### src/rtl/spi_pkg.sv
// rtl/spi_pkg.sv - shared types and constants for the SPI responder
//
// Purpose: frame width, byte type, responder FSM state encoding and the
// default byte shifted out when no response is queued.

package spi_pkg;

    localparam int SPI_WIDTH = 8;

    typedef logic [SPI_WIDTH-1:0] spi_byte_t;

    typedef enum logic {
        ST_IDLE  = 1'b0,
        ST_SHIFT = 1'b1
    } spi_state_t;

    localparam spi_byte_t DEFAULT_IDLE_BYTE = 8'hFF;

endpackage

### src/rtl/sync_ff.sv
// rtl/sync_ff.sv - multi-stage flop synchronizer for asynchronous inputs
//
// Purpose: brings a WIDTH-bit asynchronous bus into the clk domain through
// STAGES flops (STAGES >= 2). RESET_VAL lets idle-high inputs such as a
// chip select reset to their inactive level.
// Ports:
//   clk  - destination clock
//   rst  - synchronous active-high reset
//   d    - asynchronous input bus
//   q    - synchronized output bus

module sync_ff #(
    parameter int                STAGES    = 2,
    parameter int                WIDTH     = 1,
    parameter logic [WIDTH-1:0]  RESET_VAL = '0
) (
    input  logic             clk,
    input  logic             rst,
    input  logic [WIDTH-1:0] d,
    output logic [WIDTH-1:0] q
);

    logic [WIDTH-1:0] stage [STAGES];

    always_ff @(posedge clk) begin
        if (rst) begin
            for (int i = 0; i < STAGES; i++) begin
                stage[i] <= RESET_VAL;
            end
        end else begin
            stage[0] <= d;
            for (int i = 1; i < STAGES; i++) begin
                stage[i] <= stage[i-1];
            end
        end
    end

    assign q = stage[STAGES-1];

endmodule

### src/rtl/spi_slave.sv
// rtl/spi_slave.sv - oversampled SPI mode-0 responder with a 1-deep tx buffer
//
// Purpose: samples SCLK/MOSI/CS in the clk domain, receives MSB-first bytes
// and shifts queued response bytes out on MISO; several bytes per CS frame.
// Ports:
//   clk, rst     - system clock, synchronous active-high reset
//   spi_sclk     - serial clock from master (idle low)
//   spi_mosi     - master-out data
//   spi_miso     - slave-out data, 0 outside a frame
//   spi_cs       - chip select, active low
//   tx_byte      - response byte to queue, written when tx_valid && tx_ready
//   tx_valid     - tx_byte is valid
//   tx_ready     - tx buffer empty
//   rx_byte      - last received byte, held until the next completion
//   rx_valid     - one-cycle strobe: rx_byte updated
//   tx_underrun  - one-cycle strobe: IDLE_BYTE loaded because buffer was empty
//   frame_err    - one-cycle strobe: CS released mid-byte
//   busy         - synchronized CS asserted

module spi_slave
    import spi_pkg::*;
#(
    parameter int        SYNC_STAGES = 2,
    parameter spi_byte_t IDLE_BYTE   = DEFAULT_IDLE_BYTE
) (
    input  logic      clk,
    input  logic      rst,
    input  logic      spi_sclk,
    input  logic      spi_mosi,
    output logic      spi_miso,
    input  logic      spi_cs,
    input  spi_byte_t tx_byte,
    input  logic      tx_valid,
    output logic      tx_ready,
    output spi_byte_t rx_byte,
    output logic      rx_valid,
    output logic      tx_underrun,
    output logic      frame_err,
    output logic      busy
);

    // Synchronized pins, packed as {cs, mosi, sclk}. CS resets high so a
    // reset never looks like a chip-select edge.
    logic [2:0] pins_raw;
    logic [2:0] pins_s;
    logic       sclk_s;
    logic       mosi_s;
    logic       cs_s;

    assign pins_raw = {spi_cs, spi_mosi, spi_sclk};

    sync_ff #(
        .STAGES    (SYNC_STAGES),
        .WIDTH     (3),
        .RESET_VAL (3'b100)
    ) u_sync (
        .clk (clk),
        .rst (rst),
        .d   (pins_raw),
        .q   (pins_s)
    );

    assign sclk_s = pins_s[0];
    assign mosi_s = pins_s[1];
    assign cs_s   = pins_s[2];

    spi_state_t state_q;
    spi_state_t state_d;
    logic       sclk_prev_q;
    logic       cs_prev_q;
    spi_byte_t  tx_shift_q;
    // Only seven bits are kept: the eighth completes straight into rx_byte.
    logic [SPI_WIDTH-2:0] rx_shift_q;
    logic [2:0] bit_cnt_q;
    spi_byte_t  buf_q;
    logic       buf_full_q;
    spi_byte_t  rx_byte_q;
    logic       rx_valid_q;
    logic       tx_underrun_q;
    logic       frame_err_q;

    logic sclk_rise;
    logic sclk_fall;
    logic cs_fall;
    logic cs_rise;
    logic start_frame;
    logic end_frame;
    logic load_tx;
    logic shift_tx;
    logic sample_rx;
    spi_byte_t load_byte;

    assign sclk_rise = sclk_s & ~sclk_prev_q;
    assign sclk_fall = ~sclk_s & sclk_prev_q;
    assign cs_fall   = cs_prev_q & ~cs_s;
    assign cs_rise   = ~cs_prev_q & cs_s;

    // A load always takes the buffer content as it stands this cycle; a
    // simultaneous write only lands afterwards.
    assign load_byte = buf_full_q ? buf_q : IDLE_BYTE;

    always_comb begin
        state_d     = state_q;
        start_frame = 1'b0;
        end_frame   = 1'b0;
        load_tx     = 1'b0;
        shift_tx    = 1'b0;
        sample_rx   = 1'b0;
        unique case (state_q)
            ST_IDLE: begin
                if (cs_fall) begin
                    state_d     = ST_SHIFT;
                    start_frame = 1'b1;
                    load_tx     = 1'b1;
                end
            end
            ST_SHIFT: begin
                // CS release takes priority over any sclk edge seen in the
                // same cycle.
                if (cs_rise) begin
                    state_d   = ST_IDLE;
                    end_frame = 1'b1;
                end else if (sclk_rise) begin
                    sample_rx = 1'b1;
                end else if (sclk_fall) begin
                    if (bit_cnt_q == 3'd0) begin
                        load_tx = 1'b1;
                    end else begin
                        shift_tx = 1'b1;
                    end
                end
            end
            default: begin
                state_d = ST_IDLE;
            end
        endcase
    end

    always_ff @(posedge clk) begin
        if (rst) begin
            state_q       <= ST_IDLE;
            sclk_prev_q   <= 1'b0;
            cs_prev_q     <= 1'b1;
            tx_shift_q    <= '0;
            rx_shift_q    <= '0;
            bit_cnt_q     <= 3'd0;
            buf_q         <= '0;
            buf_full_q    <= 1'b0;
            rx_byte_q     <= '0;
            rx_valid_q    <= 1'b0;
            tx_underrun_q <= 1'b0;
            frame_err_q   <= 1'b0;
        end else begin
            state_q       <= state_d;
            sclk_prev_q   <= sclk_s;
            cs_prev_q     <= cs_s;
            rx_valid_q    <= 1'b0;
            tx_underrun_q <= 1'b0;
            frame_err_q   <= 1'b0;

            if (start_frame) begin
                bit_cnt_q  <= 3'd0;
                rx_shift_q <= '0;
            end

            if (load_tx) begin
                tx_shift_q <= load_byte;
                if (!buf_full_q) begin
                    tx_underrun_q <= 1'b1;
                end
            end else if (shift_tx) begin
                tx_shift_q <= tx_shift_q << 1;
            end

            if (sample_rx) begin
                rx_shift_q <= {rx_shift_q[SPI_WIDTH-3:0], mosi_s};
                bit_cnt_q  <= bit_cnt_q + 3'd1;
                if (bit_cnt_q == 3'd7) begin
                    rx_byte_q  <= {rx_shift_q, mosi_s};
                    rx_valid_q <= 1'b1;
                end
            end

            if (end_frame) begin
                bit_cnt_q   <= 3'd0;
                rx_shift_q  <= '0;
                tx_shift_q  <= '0;
                frame_err_q <= (bit_cnt_q != 3'd0);
            end

            // Write and load can never both touch buf_full in one cycle:
            // a write needs it clear, a load only clears it when set.
            if (load_tx && buf_full_q) begin
                buf_full_q <= 1'b0;
            end else if (tx_valid && !buf_full_q) begin
                buf_q      <= tx_byte;
                buf_full_q <= 1'b1;
            end
        end
    end

    assign spi_miso    = (state_q == ST_SHIFT) & tx_shift_q[SPI_WIDTH-1];
    assign tx_ready    = ~buf_full_q;
    assign rx_byte     = rx_byte_q;
    assign rx_valid    = rx_valid_q;
    assign tx_underrun = tx_underrun_q;
    assign frame_err   = frame_err_q;
    assign busy        = ~cs_s;

endmodule

### config.mk
export PLATFORM = sky130hd
export DESIGN_NAME = spi_slave
export DESIGN_NICKNAME = d
export VERILOG_FILES = /design/src/rtl/spi_pkg.sv /design/src/rtl/sync_ff.sv /design/src/rtl/spi_slave.sv
export SDC_FILE = /design/constraint.sdc
export NUM_CORES = 1
export LEC_CHECK = 0
export ABC_AREA = 1
export CAP_MARGIN = 5
export CORE_AREA = 2 2 82 84
export DETAILED_ROUTE_END_ITERATION = 8
export DIE_AREA = 0 0 84 86
export MAX_ROUTING_LAYER = met4
export PLACE_DENSITY_LB_ADDON = 0.3
export SLEW_MARGIN = 10
export SYNTH_ARGS = -nofsm -noshare
export SYNTH_HDL_FRONTEND = slang
export SYNTH_SLANG_ARGS = --single-unit
### constraint.sdc
create_clock -name clk -period 1.39 [get_ports clk]
set_clock_uncertainty 0.05 [all_clocks]
set_input_delay 0.278 -clock clk [delete_from_list [all_inputs] [get_ports clk]]
set_output_delay 0.278 -clock clk [all_outputs]
set_load 0.01 [all_outputs]
==> metrics.yaml <==
status: "finished clean"
synth_ff_type: "dfxtp_1"
cts_max_level: 2
ys_seq_elements: 47
start_kind: "register"
cts-buffers-inserted: 5
synth_top_area_share_pct: 50.4
clock_path_buffers: 2
root_buffer: "clkbuf_8"
power_switching_share_pct: 21.3
ir_drop_v: 0.000534
rsz0062_at_grt: "yes"
maxSlewHeadroom_pct: 77.8
fin_tns_setup_ns: 0
ys_top_cells_by_area: "dfxtp_1, nand2_1, a21oi_1"
finalNetCount: 295
layout_commonest_cell: "dfxtp_1"
floorplan.initialDensity_pct: 29.7
p_clk_share_pct: 40.8
worst_pin_slew_ns: 0.332
fmax_mhz: 734
worst_hold_path.num_cells: 2
utilization_pct: 40.9
grt_pass1_wl_um: 6970
drcViolationCount: 0
clk_latency_ns: 0.30
cp_slowest_cell: "dfxtp_2"
clk_pin_slew_ns: 0.09
cap_viol_max_count: 0
cp_top_family: "simple AND/OR/NAND/NOR gates"
synth_cell_types: 27
cp_data_required_time_ns: 1.52
die_y_um: 86
cts_tree: "built"
p_int_uw: 2230
grt_usage_pct: 12.2
reg2reg_from: "bit_cnt_q[0]$_SDFFE_PP0P_"
hold_buffers: 0
finalMaxSlewViolations: 0
synth_area_um2: 1870
hold_path_class: "reg -> reg"
firstDrtPassIters: 4
drive_gt1_share_pct: 24.7
cts_sinks: 47
coreArea_um2: 6280
yosysWarnings: 0
synthArstFlopShare_pct: 0
syn_inst: 233
rrSetupSlack_ns: 0.03
grt_pass1_vias: 1580
overflow: 0
yosysTopAreaCell: "dfxtp_1"
synth_nets: 250
hp-start: "u_sync.stage[0][0]$_SDFF_PP0_"
via_per_inst: 4.61
synth_enable_flop_cells: 0
final_cell_mix: "dfxtp_1, nand2_1, a21oi_1, inv_1, nand3_1"
ant_nets: 0
cpPeakStageDelay_ns: 0.37
area_growth_pct: 37.7
dpl.hpwl_um: 2660
timing.final.crit_share_pct: 98.1
p_per_area_nw_per_um2: 1110
min_to: "u_sync.stage[0][3]$_SDFF_PP0_"
switchingPower_uw: 606
min_period_ns: 1.36
p_comb_share_pct: 9.6
yosysSeqAreaShare_pct: 50.4
final-hold-violation-count: 0
n_fill_cell: 636
endpoint_kind: "register"
path_cells: "inv_2 > ha_4 > inv_2 > nor2_4 > nand2_4 > nand2_8 > or2_0 > nand2_1 > a21oi_1"
dieArea_um2: 7220
die_w_um: 84
wl_per_cell_um: 11.4
antenna_cells: 0
placed_cells: 341
dr.first_iter.drc_count: 102
cp.arrival_ns: 1.50
fin_cells: 356
path_class: "reg -> reg"
path_max_fanout: 8
antenna_found_initial: 0
path_common_cell: "inv_2"
num_rows: 29
reg2reg_depth: 9
fin_ws_ns: 0.0270
r2r-end: "tx_shift_q[5]$_SDFFE_PP0P_"
dr_total_vias: 1641
drt_wl_total_um: 4060
cellLeakagePower_uw: 0.00112
syn_area_per_cell_um2: 8.01
pre_cts_ws_ns: -0.137
setup_viol: 0
numPortBuffers: 27
routabilityCongestion: 0.722
grt_max_degree: 17
ios: 28
p_seq_share_pct: 49.6
path_buf_inv: 2
==> registers in the layout (all words and copies together) (netlist names) <==
name / count
buf_q: 8
rx_byte: 8
tx_shift_q: 8
rx_shift_q: 7
u_sync.stage: 6
bit_cnt_q: 3
buf_full_q: 1
cs_prev_q: 1
frame_err: 1
rx_valid: 1
sclk_prev_q: 1
state_q: 1
tx_underrun: 1
==> logic make-up (layout without fill, tap and decap cells) <==
family	count (synthesis)	in the layout	share of synthesized area, %
compound gates	46	47	12.9
fa+ha+maj	3	3	2.01
buf+inv	43	87	9.99
flops	47	47	50.4
simple gates	94	95	24.7
==> power by group through the flow <==
stage | clock network (µW) | logic, µW | registers (µW)
4_1_cts | 1200 | 252 | 1410
2_1_floorplan | 0 | 145 | 1440
3_5_place_dp | 0 | 240 | 1440
5_1_grt | 1270 | 307 | 1420
6_report | 1160 | 273 | 1410
3_3_place_gp | 0 | 237 | 1440
==> metrics by stage <==
stage	hold slack [ns]	power, µW	area [µm²]
final	0.354	2840	2570
after global routing	0.380	2990	2570
after CTS	0.357	2860	2480
after detailed placement	0.345	1680	2290
after global placement	0.343	1680	2290
after floorplan	0.332	1580	1870
==> per-layer routing <==
metal	track usage (%)	up-vias	routed length (µm)
li1	-	841	-
met1	15.3	767	1900
met2	19.2	27	1950
met3	3.18	6	152
met4	3.96	0	61
met5	-	-	0
==> area by class of cell <==
| type | count | area, µm² | share of cell area (%) |
|---|---|---|---|
| clock buffer | 6 | 72.6 | 2.82 |
| clock inverter | 2 | 60.1 | 2.34 |
| inverter | 33 | 131 | 5.11 |
| multi-input combinational | 145 | 832 | 32.4 |
| sequential | 47 | 951 | 37.0 |
| tap | 77 | 96.3 | 3.75 |
| timing repair buffer | 46 | 427 | 16.6 |
==> cells in the mapped netlist, types with 4 or more instances <==
cell,count
a21oi_1,26
buf_2,4
dfxtp_1,47
inv_1,23
inv_2,8
nand2_1,38
nand3_1,17
nand4_1,8
nor2_1,14
o21ai_0,14
o21ai_1,5
or2_0,6
==> what timing repair did <==
item	CTS	global route
setup endpoints to repair	24	30
buffers inserted	3	2
resized for setup	28	30
pin swaps	6	11
gates cloned	2	0
==> worst reg2reg max path, delay by kind of cell (launching register included) <==
kind | cells | cell delay [ns]
simple gates | 5 | 0.51
fa+ha+maj | 1 | 0.15
buf+inv | 2 | 0.11
compound gates | 1 | 0.05
flops | 1 | 0.37
==> worst max-delay path by stage <==
stage | startpoint | end | slack [ns] | cells past startpoint
after floorplan | bit_cnt_q[0]$_SDFFE_PP0P_ | buf_full_q$_SDFFE_PP0P_ | 0.03 | 12
after global placement | rst | tx_shift_q[7]$_SDFFE_PP0P_ | -0.12 | 6
after detailed placement | rst | tx_shift_q[7]$_SDFFE_PP0P_ | -0.14 | 6
after CTS | bit_cnt_q[0]$_SDFFE_PP0P_ | buf_full_q$_SDFFE_PP0P_ | -0.02 | 11
after global routing | state_q$_SDFF_PP0_ | tx_shift_q[3]$_SDFFE_PP0P_ | -0.05 | 7
final | bit_cnt_q[0]$_SDFFE_PP0P_ | tx_shift_q[5]$_SDFFE_PP0P_ | 0.03 | 9
Power figures use the tool's default switching activity.
